**config.mk**
```make
export PLATFORM = sky130hd
export DESIGN_NAME = result_reader
export DESIGN_NICKNAME = d
export VERILOG_FILES = /design/src/rtl/result_reader.sv
export SDC_FILE = /design/constraint.sdc
export NUM_CORES = 1
export LEC_CHECK = 0
export ABC_AREA = 1
export BUFFER_PORTS_ARGS = -buffer_cell sky130_fd_sc_hd__buf_2
export CORE_AREA = 2 2 321 323
export DETAILED_ROUTE_END_ITERATION = 16
export DIE_AREA = 0 0 323 325
export REMOVE_ABC_BUFFERS = 1
export SLEW_MARGIN = 20
export SYNTH_ARGS = -nofsm -noshare
export SYNTH_HDL_FRONTEND = slang
export SYNTH_SLANG_ARGS = --single-unit
```
**constraint.sdc**
```tcl
create_clock -name clk -period 4.6 [get_ports clk]
set_clock_uncertainty 0.2 [all_clocks]
set_input_delay 0.92 -clock clk [delete_from_list [all_inputs] [get_ports clk]]
set_output_delay 0.92 -clock clk [all_outputs]
set_load 0.01 [all_outputs]
```
**src/rtl/result_reader.sv**
```systemverilog
// result_reader: drains the first num_rows rows of result SRAMs a, b and c
// (in that order) and serializes every row lane by lane onto a valid/ready
// word stream for host dump and comparison.
module result_reader #(
    parameter int ARRAY_SIZE        = 16,
    parameter int OUTPUT_DATA_WIDTH = 16,
    parameter int ADDR_WIDTH        = 6
) (
    input  logic                                      clk,
    input  logic                                      srstn,
    input  logic                                      start,
    input  logic [ADDR_WIDTH:0]                       num_rows,
    output logic [ADDR_WIDTH-1:0]                     sram_raddr_a,
    output logic [ADDR_WIDTH-1:0]                     sram_raddr_b,
    output logic [ADDR_WIDTH-1:0]                     sram_raddr_c,
    input  logic [ARRAY_SIZE*OUTPUT_DATA_WIDTH-1:0]   sram_rdata_a,
    input  logic [ARRAY_SIZE*OUTPUT_DATA_WIDTH-1:0]   sram_rdata_b,
    input  logic [ARRAY_SIZE*OUTPUT_DATA_WIDTH-1:0]   sram_rdata_c,
    output logic                                      out_valid,
    input  logic                                      out_ready,
    output logic [OUTPUT_DATA_WIDTH-1:0]              out_data,
    output logic [1:0]                                out_set,
    output logic [ADDR_WIDTH-1:0]                     out_row,
    output logic [$clog2(ARRAY_SIZE)-1:0]             out_lane,
    output logic                                      out_last,
    output logic                                      busy,
    output logic                                      done
);

    localparam int LANE_W = $clog2(ARRAY_SIZE);
    localparam int CNT_W  = ADDR_WIDTH + 1;
    localparam int ROW_W  = ARRAY_SIZE * OUTPUT_DATA_WIDTH;
    localparam int DEPTH  = 1 << ADDR_WIDTH;

    typedef enum logic [2:0] {
        S_IDLE,
        S_FETCH,
        S_CAPTURE,
        S_SEND,
        S_DONE
    } state_t;

    state_t                  state_reg;
    state_t                  state_next;

    logic [CNT_W-1:0]        num_rows_reg;
    logic [1:0]              set_reg;
    logic [ADDR_WIDTH-1:0]   row_reg;
    logic [LANE_W-1:0]       lane_reg;
    logic [ROW_W-1:0]        row_buf_reg;

    logic [CNT_W-1:0]        num_rows_clamped;
    logic [ROW_W-1:0]        rdata_sel;
    logic                    accept;
    logic                    last_lane;
    logic                    last_row;
    logic                    last_set;

    logic [OUTPUT_DATA_WIDTH-1:0] lane_word [ARRAY_SIZE];

    // Requests above the SRAM depth are limited to the full depth.
    assign num_rows_clamped = (num_rows > CNT_W'(DEPTH)) ? CNT_W'(DEPTH) : num_rows;

    assign accept    = (state_reg == S_SEND) && out_ready;
    assign last_lane = (lane_reg == LANE_W'(ARRAY_SIZE - 1));
    assign last_row  = ({1'b0, row_reg} == (num_rows_reg - CNT_W'(1)));
    assign last_set  = (set_reg == 2'd2);

    // Split the row buffer into lanes; lane 0 occupies the least significant bits.
    generate
        for (genvar gi = 0; gi < ARRAY_SIZE; gi++) begin : g_lane
            assign lane_word[gi] = row_buf_reg[gi*OUTPUT_DATA_WIDTH +: OUTPUT_DATA_WIDTH];
        end
    endgenerate

    // Pick the read data of the SRAM currently being drained.
    always_comb begin
        case (set_reg)
            2'd0:    rdata_sel = sram_rdata_a;
            2'd1:    rdata_sel = sram_rdata_b;
            default: rdata_sel = sram_rdata_c;
        endcase
    end

    // State register.
    always_ff @(posedge clk or negedge srstn) begin
        if (!srstn) begin
            state_reg <= S_IDLE;
        end else begin
            state_reg <= state_next;
        end
    end

    // Next-state logic: one fetch/capture pair per row, then one SEND per lane.
    always_comb begin
        state_next = state_reg;
        case (state_reg)
            S_IDLE: begin
                if (start) begin
                    state_next = (num_rows == '0) ? S_DONE : S_FETCH;
                end
            end
            S_FETCH:   state_next = S_CAPTURE;
            S_CAPTURE: state_next = S_SEND;
            S_SEND: begin
                if (accept && last_lane) begin
                    state_next = (last_row && last_set) ? S_DONE : S_FETCH;
                end
            end
            S_DONE:    state_next = S_IDLE;
            default:   state_next = S_IDLE;
        endcase
    end

    // Counters and row buffer; only a handshake in SEND advances the position.
    always_ff @(posedge clk or negedge srstn) begin
        if (!srstn) begin
            num_rows_reg <= '0;
            set_reg      <= '0;
            row_reg      <= '0;
            lane_reg     <= '0;
            row_buf_reg  <= '0;
        end else begin
            case (state_reg)
                S_IDLE: begin
                    if (start) begin
                        num_rows_reg <= num_rows_clamped;
                        set_reg      <= '0;
                        row_reg      <= '0;
                        lane_reg     <= '0;
                    end
                end
                S_CAPTURE: begin
                    row_buf_reg <= rdata_sel;
                    lane_reg    <= '0;
                end
                S_SEND: begin
                    if (accept) begin
                        if (!last_lane) begin
                            lane_reg <= lane_reg + LANE_W'(1);
                        end else if (!last_row) begin
                            row_reg <= row_reg + ADDR_WIDTH'(1);
                        end else if (!last_set) begin
                            set_reg <= set_reg + 2'd1;
                            row_reg <= '0;
                        end
                    end
                end
                default: ;
            endcase
        end
    end

    // Outputs decoded from state and counters; idle addresses are parked at 0.
    always_comb begin
        sram_raddr_a = '0;
        sram_raddr_b = '0;
        sram_raddr_c = '0;
        out_valid    = 1'b0;
        out_data     = '0;
        out_set      = '0;
        out_row      = '0;
        out_lane     = '0;
        out_last     = 1'b0;
        busy         = (state_reg != S_IDLE);
        done         = (state_reg == S_DONE);
        if (state_reg != S_IDLE) begin
            case (set_reg)
                2'd0:    sram_raddr_a = row_reg;
                2'd1:    sram_raddr_b = row_reg;
                default: sram_raddr_c = row_reg;
            endcase
        end
        if (state_reg == S_SEND) begin
            out_valid = 1'b1;
            out_data  = lane_word[lane_reg];
            out_set   = set_reg;
            out_row   = row_reg;
            out_lane  = lane_reg;
            out_last  = last_set && last_row && last_lane;
        end
    end

endmodule
```
* Yosys cells after proc, flatten, opt, wreduce, memory -nomap -nowiden
Cells that the tools add are included.
** Storage, ports and cells
- Register bits after elaboration :: 278
- Logic and storage cells :: 83
- Output and inout port bits :: 50
** Operators by class
- Eq/ne operators :: 16
- Add/subtract/negate cells :: 4
- Reductions and logical operators :: 16
- Mux-type cells :: 38
- Bitwise operators :: 1
- Order comparisons :: 2
** Operator list (number)
- $pmux W256 S2 :: 1
- $mux W6 :: 12
- $bmux W16 S4 :: 1
- $mux W16 :: 3
- $mux W4 :: 4
- $mux W2 :: 6
- $mux W3 :: 4
- $ne A2 B2 Y1 const B :: 6
- $pmux W3 S4 :: 1
- $pmux W4 S3 :: 1
- $pmux W6 S2 :: 1
- $eq A6 B7 Y1 :: 1
- $gt A7 B7 Y1 const B :: 1
- $logic_not A7 Y1 :: 1
- $mux W7 :: 1
- $sub A7 B1 Y7 const B :: 1
- $add A6 B1 Y6 const B :: 1
- $eq A3 B2 Y1 const B :: 2
- $reduce_and A6 Y1 :: 1
- $reduce_bool A3 Y1 :: 2
- $ge A5 B5 Y1 const B :: 1
- $not A4 Y5 :: 1
- $reduce_and A5 Y1 :: 1
- $add A4 B1 Y4 const B :: 1
- 17 further kinds :: 22

* Logic depth before layout (Yosys ltp)
Gate-level depths: netlist of run 1.
- Depth after elaboration :: 6
- Gate-level depth with buffers :: 14

* Worst setup path before layout of run 1
OpenSTA, ideal clock, no wires.
- Kind :: register to output
- Start point :: register set_reg[0]
- End point :: output port sram_raddr_c[0]
- Path slack :: 1.781 ns
- Cell stages (with the launch flop) :: 9
- Buffers on the path :: 3
- Data arrival time :: 1.699 ns
- Cells stage by stage :: dfrtp_1 inv_1 ha_1 clkbuf_1 inv_1 clkbuf_1 buf_2 nand2_1 nor3_1
** Between the ends
- Longest elaborated chain between the ends :: 4
** Ends and longest elaborated chain
- from (decl) :: RTL line 47 : logic [1:0] set_reg;
- from (signal assigned) :: RTL line 144 : set_reg <= set_reg + 2'd1;
- $eq A2 B1 Y1 or $logic_not A2 Y1 (tied branches) :: RTL line 168 : case (set_reg)
- $reduce_or A2 Y1 (no line) (*)
- $mux W6 (*) :: RTL line 168
- $mux W6 (*) :: RTL line 167 : if (state_reg != S_IDLE) begin
- to (decl) :: RTL line 15 : output logic [ADDR_WIDTH-1:0] sram_raddr_c,
Every way passes the cells marked *; elsewhere a longest branch is shown, timed or not.

* Worst setup path in the final report of run 1
- Start point :: register lane_reg[2]
- End point :: output port out_data[12]
** Between the ends
- Longest elaborated chain between the ends :: 5
** Ends and longest elaborated chain
- from (decl) :: RTL line 49 : logic [LANE_W-1:0] lane_reg;
- from (signal assigned) :: RTL line 140 : lane_reg <= lane_reg + LANE_W'(1);
- $not A4 Y5 (implied by the code) :: RTL line 176 : out_data = lane_word[lane_reg];
- $bmux W16 S4 :: RTL line 176
- $mux W16 (implied by the code) (2 in a row) :: RTL line 176
- $mux W16 :: RTL line 174 : if (state_reg == S_SEND) begin
- to (decl) :: RTL line 21 : output logic [OUTPUT_DATA_WIDTH-1:0] out_data,
Every way passes these cells. The select of a mux whose other input is x is not followed.

==> results of run 1 <==
==> layout make-up <==
type	count	area, um^2
clock inverters	18	238
clock buffers	45	996
well taps	1368	1710
multi-input cells	1967	9510
flip-flops and latches	278	6970
fillers	11300	76600
inverters	167	648
diodes	2	5.00
repair buffers	869	4620
==> cells in the final DEF (no fill, tap or decap), drive strengths merged <==
cell type  netlist  final
a21oi          148    148
buf             86    869
bufinv           0      5
clkbuf         143     45
clkinv           2      8
clkinvlp         0      2
dfrtp          278    278
diode            0      2
ha               6      6
inv            165    170
nand2          718    718
nand3          504    504
nand4          129    129
nor2            37     37
nor3            22     22
o211ai           1      1
o21a           128    128
o21ai          267    267
o22ai            1      1
o31ai            1      1
xor2             5      5
==> metal layers <==
layer,GRT usage,wire length [um],vias up,share of wire
met3,0.0209,5010,150,0.058
met1,0.194,36900,9977,0.43
li1,-,-,10300,-
met2,0.269,40900,912,0.48
met4,0.0532,2890,6,0.034
met5,0,40,-,0.00047
==> path summary, 6_finish.rpt <==
| path | from | to | cells past startpoint |
|---|---|---|---|
| min in group clk | row_buf_reg[61] | row_buf_reg[61] | 1 |
| max | lane_reg[2] | out_data[12] | 7 |
| min reg2reg | row_buf_reg[61] | row_buf_reg[61] | 1 |
| max reg2reg | set_reg[1] | row_buf_reg[129] | 6 |
| max in group asynchronous | srstn | row_buf_reg[184] | 2 |
| min | srstn | row_buf_reg[254] | 1 |
==> worst register-to-register path, stage by stage, from the launching register on <==
cell     delay, ns
dfrtp_1       0.39
inv_1         0.18
ha_4          0.57
buf_4         0.82
nand2_1       0.36
nand4_1       0.37
o21a_1        0.17
==> power by group <==
part	leakage, nW	total [mW]	switching [mW]	internal (mW)
logic	7.69	9.10	6.16	2.93
registers	3.26	4.38	0.716	3.66
clock network	0.607	2.99	1.17	1.82
==> kinds of logic (layout without fill, tap and decap cells) <==
| kind of cell | count (synthesis) | after routing | share of synthesized area |
|---|---|---|---|
| AO/OA/AOI/OAI | 546 | 546 | 0.170 |
| adder cells (fa/ha/maj) | 6 | 6 | 0.00417 |
| buffers and inverters | 396 | 1099 | 0.0864 |
| flip-flops | 278 | 278 | 0.387 |
| XOR/XNOR | 5 | 5 | 0.00243 |
| other | 0 | 2 | 0 |
| AND/OR/NAND/NOR | 1410 | 1410 | 0.350 |
==> per-stage QoR <==
stage          cells  hold slack, ns  area, um^2
2_1_floorplan   2412           0.259       17100
3_3_place_gp    4649           0.268       23500
3_5_place_dp    4649           0.275       23500
4_1_cts         4712           0.152       24700
5_1_grt         4713           0.195       24700
6_report        4714           0.175       24700
==> run metrics, run 1 <==
Place WS 0.906 ns; top-count cell post-synth nand2_1; final setup fails 0; EDFF count, synth 0; area of the die 0.105 mm^2; dpl hpwl 65.3 mm; Clock Root Buffer clkbuf_16; setup slack after layout 0.401 ns; Top Family by Delay on Critical Path buffers and inverters; initial drt markers 1287; initial antenna violation count 13; starting density of the core 0.178; CTS tree done; Distinct cells, synth 24; post-CTS sizing 0; slowest CP cell dfrtp_4; Seq/Total Area, Yosys 0.387; 1st-pass router iterations 8; commonest cells in the netlist nand2_1 (716), nand3_1 (502), dfrtp_1 (278); vias in the first global route 20400; Remaining Overflow, GRT 0; Syn Inst Count 2641; core area 0.101 mm^2; cts bufs inserted 37; clock transition at the registers of the reported paths 0.05 ns; endpoint class of the critical path output pin; Core Util, Final 0.244; unrepaired setup endpoints after global routing no; flop-to-flop setup slack 1.48 ns; Max Clock Freq 238 MHz; slew margin rel. 0.298; Slew @ Worst Pin 1.05 ns; Nets 4105; prevailing post-synth register cell dfrtp_1; biggest cell delay along the critical path 0.70 ns; gr usage total 0.154; detailed-route via count 21400; crit path time final 4.20 ns; Ports 829; status complete, no violations; Placer Congestion 0.850; pin count of the biggest net entering global routing 142; total number of yosys warnings 0; clock latency on the worst-skew pair 0.55 ns; fin crit share 0.913; Area Growth Syn to Fin 37.3%; setup TNS 0 ns; cts hold-fix bufs 0; standard-cell rows 117; maximum root-to-sink buffer count 3; share of Yosys cell area claimed by the top area cell type 0.387; global-route wire length before repair 124 mm; die width 323 um; die extent in y 325 um; Post-synth ARST share 1.00; CP Class reg -> out; worst hold-check path type in -> async; Leak 11.6 nW; Yosys top cell by area dfrtp_1; Avg Vias per Cell 4.53; worst path bufs/invs 4; Routed wire per std cell 18.2 um; number of flip-flops in the largest register 256; Critical Path, Cell by Cell clkinv_2 -> buf_4 -> buf_4 -> nand3_1 -> nand3_1 -> a21oi_1 -> buf_2; Worst IR Drop VDD 401 uV; max-cap violations 0; PortBufs 828; total power 16.5 mW; CP startpoint kind flip-flop; Mapped Area 0.0180 mm^2; drt drc 0; final hold violation count 0; flops & latches, synth 278; Routed Antenna Nets 0; worst-path fanout max 20; Critical Path RT 3.48 ns; clock sink count 278; H-Tree Depth 2; fraction of layout instances using a drive strength above 1 0.283; Final Max Slew Viols 0; drt total wl 85.8 mm; synth top area cells dfrtp_1 (39%), nand2_1 (15%), nand3_1 (14%), o21ai_0 (7.4%), o21a_1 (5.3%); CP Data Arrival Time 3.08 ns; buffer count from post-CTS setup fixing 0; power per cell area 667 mW/mm^2; Syn Area/Cell 6.81 um^2
Note: power is estimated with default switching activity, not from simulation.
==> run 2, diff against run 1 <==
--- a/config.mk
+++ b/config.mk
@@ -6,11 +6,11 @@
 export NUM_CORES = 1
 export LEC_CHECK = 0
 export ABC_AREA = 1
-export BUFFER_PORTS_ARGS = -buffer_cell sky130_fd_sc_hd__buf_2
 export CORE_AREA = 2 2 321 323
 export DETAILED_ROUTE_END_ITERATION = 16
 export DIE_AREA = 0 0 323 325
-export REMOVE_ABC_BUFFERS = 1
+export DONT_BUFFER_PORTS = 1
+export PLACE_DENSITY = 0.39
 export SLEW_MARGIN = 20
 export SYNTH_ARGS = -nofsm -noshare
 export SYNTH_HDL_FRONTEND = slang
==> run 2 against run 1 <==
The flow now finishes with violations (negative hold slack). Non-clock buffer count down 821. Count of clock-buffer cells in the layout up 11. Worst hold slack got worse by 0.31 ns. Final area shrank 16%. Global-route usage rose by 2.6 points. Combinational power is 1% higher. Maximum frequency shrank 2.1%. Sequential cell count is the same. Critical path depth fell by 1. Largest power group unchanged.
==> run metrics, run 2 (synthesized netlist as in run 1, its figures left out) <==
drt total wl 98.7 mm (+15%); setup TNS 0 ns (unchanged); drt drc 0 (unchanged); Placed Cells 3828 (-18%); endpoint class of the critical path output pin; vias in the first global route 18400 (-10%); power per cell area 824 mW/mm^2 (+24%); CP Data Arrival Time 3.17 ns (+0.09 ns); Comb pwr share 0.542 (-0.010); Worst IR Drop VDD 546 uV (+36%); Remaining Overflow, GRT 0 (unchanged); internal power 8.37 mW (-0.54%); Final Max Slew Viols 0 (unchanged); starting density of the core 0.178 (unchanged); pin count of the biggest net entering global routing 279 (+96%); power share of the sequential group 0.268 (+0.002); H-Tree Depth 2 (unchanged); fraction of layout instances using a drive strength above 1 0.0495 (-0.234); area of the die 0.105 mm^2 (unchanged); final setup fails 0 (unchanged); Nets 3285 (-20%); Placed Area 0.0193 mm^2 (-18%); Leak 8.31 nW (-28%); buffer count from post-CTS setup fixing 0 (unchanged); worst hold-check path type in -> async; crit path time final 4.29 ns (+0.0893 ns); Avg Vias per Cell 4.72 (+4.1%); CP Class reg -> out; cts bufs inserted 38 (+2.7%); syn nets 3426; Core Util, Final 0.204 (-0.0398); CP startpoint kind flip-flop; Ports 829 (unchanged); initial drt markers 1388 (+7.8%); clock transition at the registers of the reported paths 0.06 ns (about the same); setup slack after layout 0.311 ns (-0.0893 ns); fin crit share 0.932 (+0.0194); global-route wire length before repair 136 mm (+10%); Placer Congestion 0.809 (-4.9%); die width 323 um (unchanged); slew margin rel. 0.341 (+0.0431); NetSw 8.65 mW (+7.5%); clock latency on the worst-skew pair 0.57 ns (+0.02 ns); Place WS 0.848 ns (-0.0580 ns); standard-cell rows 117 (unchanged); 1st-pass router iterations 7 (-1); gr usage total 0.181 (+0.0261); most common cell after layout, fill and taps aside nand2_1; maximum root-to-sink buffer count 3 (unchanged); unrepaired setup endpoints after global routing no; number of flip-flops in the largest register 256 (unchanged); Critical Path RT 3.48 ns (about the same); Slew @ Worst Pin 0.988 ns (-0.0646 ns); Area Growth Syn to Fin 14.9%; CTS tree done; switching share of power 0.508 (+0.0195); Max Clock Freq 233 MHz (-2.1%); worst-path fanout max 102 (+410%); total power 17.0 mW (+3.4%); failing checks negative hold slack; Clock Root Buffer clkbuf_16; Routed Antenna Nets 0 (unchanged); Worst Hold Margin -0.135 ns (-0.310 ns); detailed-route via count 18400 (-14%); clock sink count 278 (unchanged); die extent in y 325 um (unchanged); PortBufs 0 (-100%); dpl hpwl 77.1 mm (+18%); # fillers 11600 (+2.4%); status complete, but fails checks; max-cap violations 0 (unchanged); initial antenna violation count 20 (+7); Routed wire per std cell 25.3 um (+39%); Clock Power Share 0.190 (+0.008); Final Cell Area 0.0207 mm^2 (-16%); core area 0.101 mm^2 (unchanged); post-CTS sizing 0 (unchanged); final std cells w/o fill 3905 (-17%); most frequent cells in the layout nand2_1 (716), nand3_1 (502), dfrtp_1 (275); final hold violation count 189 (+189)
run 2: layer usage:
metal | track usage | vias to the layer above | share of wire
met3 | 0.0307 | 99 | 0.052
li1 | - | 8678 | -
met1 | 0.228 | 8997 | 0.43
met4 | 0.0473 | 8 | 0.020
met5 | 0 | - | 0.00047
met2 | 0.315 | 643 | 0.49
run 2: power groups by stage:
stage	logic, mW	registers [mW]	clock network [mW]
after floorplan	6.18	4.03	0
final	9.23	4.56	3.23
after global placement	9.50	4.67	0
after global routing	10.4	4.70	3.45
after CTS	9.56	4.62	3.37
after detailed placement	9.53	4.65	0
run 2: worst max-delay path, stage by stage (launching register included):
cell and delay, ns:
dfrtp_4 0.63, inv_4 0.76, o21ai_0 0.21, nand3_1 0.16, nand3_1 0.24, a21oi_1 0.35
buf_4 0.20
run 2: layout make-up:
class / instances / area (um^2) / area share
antenna: 10 / 25.0 / 0.00121
clock buffer: 56 / 1150 / 0.0557
clock inverter: 11 / 180 / 0.00872
inverter: 167 / 646 / 0.0312
multi-input combinational: 1967 / 9510 / 0.460
sequential: 278 / 6970 / 0.337
tap: 1368 / 1710 / 0.0828
timing repair buffer: 48 / 485 / 0.0235
run 2: worst paths after layout:
path / slack (ns) / start / endpoint / cells after the start
worst min-delay path: -0.13 / srstn / row_buf_reg[198] / 0
worst max-delay path: 0.31 / lane_reg[0] / out_data[14] / 6
min in group clk: 0.27 / num_rows[4] / num_rows_reg[4] / 2
worst max register to register: 1.54 / set_reg[1] / row_buf_reg[47] / 8
worst min register to register: 0.28 / row_buf_reg[197] / row_buf_reg[197] / 1
max in group asynchronous: 3.60 / srstn / lane_reg[0] / 0
==> run 3, diff against run 2 <==
--- a/config.mk
+++ b/config.mk
@@ -5,12 +5,13 @@
 export SDC_FILE = /design/constraint.sdc
 export NUM_CORES = 1
 export LEC_CHECK = 0
-export ABC_AREA = 1
+export ABC_AREA = 0
 export CORE_AREA = 2 2 321 323
+export CTS_BUF_LIST = sky130_fd_sc_hd__clkbuf_2
 export DETAILED_ROUTE_END_ITERATION = 16
 export DIE_AREA = 0 0 323 325
 export DONT_BUFFER_PORTS = 1
-export PLACE_DENSITY = 0.39
+export PLACE_DENSITY = 0.37
 export SLEW_MARGIN = 20
 export SYNTH_ARGS = -nofsm -noshare
 export SYNTH_HDL_FRONTEND = slang
==> run 3 against run 2 <==
The run still ends with negative hold slack left. First-iteration DRC count decreased by 36%. Largest power group unchanged. Sequential cell count unchanged. Wire length up 4.7%. Non-clock buffer count up 561. Worst hold slack worse by 0.63 ns. Global-route usage up 1.1 points. Register-to-register slack got worse by 0.46 ns. Critical path depth stayed put. Synthesized cell count decreased by 34%.
==> run metrics, run 3 <==
Area Growth Syn to Fin 52.4%; Routed wire per std cell 27.9 um (+10%); prevailing post-synth register cell dfrtp_1; reg-to-reg endpoint row_buf_reg[93]; Routed Antenna Nets 0 (unchanged); gr usage total 0.192 (+0.0114); Syn Inst Count 1734 (-34%); share of Yosys cell area claimed by the top area cell type 0.435 (+0.0483); fin crit share 0.960 (+0.0275); starting density of the core 0.158 (-0.0197); Post-synth ARST share 1.00 (unchanged); core area 0.101 mm^2 (unchanged); worst-path fanout max 5 (-95%); Clock Root Buffer clkbuf_2; CP Data Arrival Time 3.30 ns (+0.13 ns); maximum root-to-sink buffer count 3 (unchanged); flops & latches, synth 278 (unchanged); Slew @ Worst Pin 1.05 ns (+0.0597 ns); Distinct cells, synth 47 (+96%); met2 Resource Use GR 0.327 (+0.0114); M3 GR Usage 0.0361 (+0.00542); max-cap violations 0 (unchanged); total number of yosys warnings 0 (unchanged); CP endpoint out_data[10]; most frequent cells in the layout dlygate4sd3_1 (573), dfrtp_1 (275), nand2_1 (270); # fillers 11100 (-4.4%); standard-cell rows 117 (unchanged); Placed Cells 2939 (-23%); initial drt markers 894 (-36%); dpl hpwl 81.5 mm (+5.8%); final setup fails 0 (unchanged); Yosys top cell by area dfrtp_1; die extent in y 325 um (unchanged); clock transition at the registers of the reported paths 0.12 ns (+0.06 ns); cts bufs inserted 84 (+120%); Remaining Overflow, GRT 0 (unchanged); Worst IR Drop VDD 317 uV (-42%); endpoint class of the critical path output pin; power per cell area 685 mW/mm^2 (-17%); status complete, but fails checks; total power 16.7 mW (-2.0%); failing checks negative hold slack; GRT Max-Usage Layer met2; PortBufs 0 (unchanged); area of the die 0.105 mm^2 (unchanged); met1 usage in global routing 0.245 (+0.0176); fraction of layout instances using a drive strength above 1 0.121 (+0.0719); Placed Area 0.0173 mm^2 (-10%); synth top area cells dfrtp_1 (43%), a22oi_1 (12%), mux4_2 (11%), a31oi_1 (10%), nand2_1 (6.3%); Critical path origin lane_reg[0]; global-route wire length before repair 140 mm (+2.4%); Max Clock Freq 226 MHz (-2.9%); pin count of the biggest net entering global routing 279 (unchanged); flop-to-flop setup slack 1.08 ns (-0.46 ns); detailed-route via count 17000 (-7.8%); slew margin rel. 0.302 (-0.0398); H-Tree Depth 3 (+1); area of the multi-input gates 0.00840 mm^2 (-12%); Mapped Area 0.0160 mm^2 (-11%); Seq/Total Area, Yosys 0.435 (+0.0483); CP Class reg -> out; cts hold-fix bufs 573; top-count cell post-synth dfrtp_1; vias in the first global route 17900 (-2.8%); worst hold-check path type in -> async; syn nets 2519 (-26%); initial antenna violation count 41 (+110%); CTS tree done; drt drc 0 (unchanged); Seq. cell area 0.00697 mm^2 (unchanged); clock sink count 278 (unchanged); commonest cells in the netlist dfrtp_1 (278), nand2_1 (270), nor2_1 (267); die width 323 um (unchanged); Nets 3036 (-7.6%); Worst Hold Margin -0.766 ns (-0.631 ns); EDFF count, synth 0 (unchanged); crit path time final 4.42 ns (+0.127 ns); number of flip-flops in the largest register 256 (unchanged); clock latency on the worst-skew pair 1.18 ns (+0.61 ns); Avg Vias per Cell 4.58 (-2.9%); worst flop-to-flop path startpoint set_reg[0]; final std cells w/o fill 3705 (-5.1%); drt total wl 103 mm (+4.7%); Syn Area/Cell 9.22 um^2 (+35%); Final Cell Area 0.0244 mm^2 (+18%); Critical Path RT 3.48 ns (about the same); final hold violation count 278 (+47%); reg2reg path depth 8 (unchanged); Ports 829 (unchanged); Leak 8.48 nW (+2.1%); 1st-pass router iterations 5 (-2); Final Max Slew Viols 0 (unchanged); Placer Congestion 0.818 (+1.1%); most common cell after layout, fill and taps aside dlygate4sd3_1; CP startpoint kind flip-flop
run 3: cell types whose count changed after synthesis, moves of 27 or more:
cell     before  now
nor2_1       36  267
buf_2        55    4
o21ai_0     267   17
nand3_1     502    5
a31oi_1       0  256
mux4_2        0   80
nand2_1     716  270
o21a_1      128    0
a22oi_1       0  256
a21oi_1     148    2
nand4_1     129    1
buf_1        31    4
inv_1       162   11
run 3: worst min path at each step:
stage | cells past startpoint | end
3_5_place_dp | 1 | set_reg[1]
3_3_place_gp | 1 | set_reg[1]
2_1_floorplan | 1 | set_reg[1]
5_1_grt | 0 | row_buf_reg[247]
4_1_cts | 0 | row_buf_reg[101]
6_report | 0 | num_rows_reg[0]
run 3: power by group:
group	internal (mW)	leakage, nW	switching (mW)	total [mW]
clock network	0.954	0.612	1.26	2.22
registers	3.54	3.01	2.41	5.95
logic	4.82	4.86	3.70	8.52
run 3: area by class of cell:
| class | count | area share |
|---|---|---|
| well taps | 1368 | 0.0702 |
| inverters | 11 | 0.00185 |
| clock inverters | 39 | 0.0123 |
| repair buffers | 609 | 0.260 |
| multi-input cells | 1267 | 0.345 |
| flip-flops and latches | 278 | 0.286 |
| diodes | 22 | 0.00226 |
| clock buffers | 111 | 0.0228 |
run 3: metrics by stage:
step	worst slack, ns	utilization	TNS, ns
floorplan	1.22	-	0
global placement	1.14	0.171	0
detailed placement	1.10	0.171	0
CTS	-0.0691	0.240	-0.470
global route	-0.0331	0.240	-0.166
finish	0.185	0.241	0
run 3: layer usage:
metal,vias up,share of wire,wire length (um)
li1,7595,-,-
met1,8537,0.44,45500
met2,696,0.49,50300
met3,150,0.047,4830
met4,4,0.026,2710
met5,-,0.00025,26
run 3: logic make-up after synthesis:
| logic type | share of synthesized area |
|---|---|
| xor gates and xnor gates | 0.00274 |
| adders and majority gates | 0.00469 |
| and+or+nand+nor | 0.159 |
| DFF | 0.435 |
| AOI/OAI and AO/OA | 0.237 |
| muxes | 0.115 |
| buffers and inverters | 0.0456 |
run 3: what timing repair did:
| action | CTS | global route |
|---|---|---|
| setup endpoints to repair | 22 | 5 |
| pin swaps | 1 | 0 |
| buffers inserted | 15 | 2 |
| resized for setup | 53 | 1 |
| gates cloned | 5 | 0 |
| hold endpoints to repair | 556 | 278 |
run 3: critical path: stages, from the launching register on:
cell and delay [ns]:
dfrtp_4 0.53, buf_12 0.15, buf_12 0.13, buf_16 0.14, mux4_2 0.43, mux4_2 0.49, and2_4 0.22
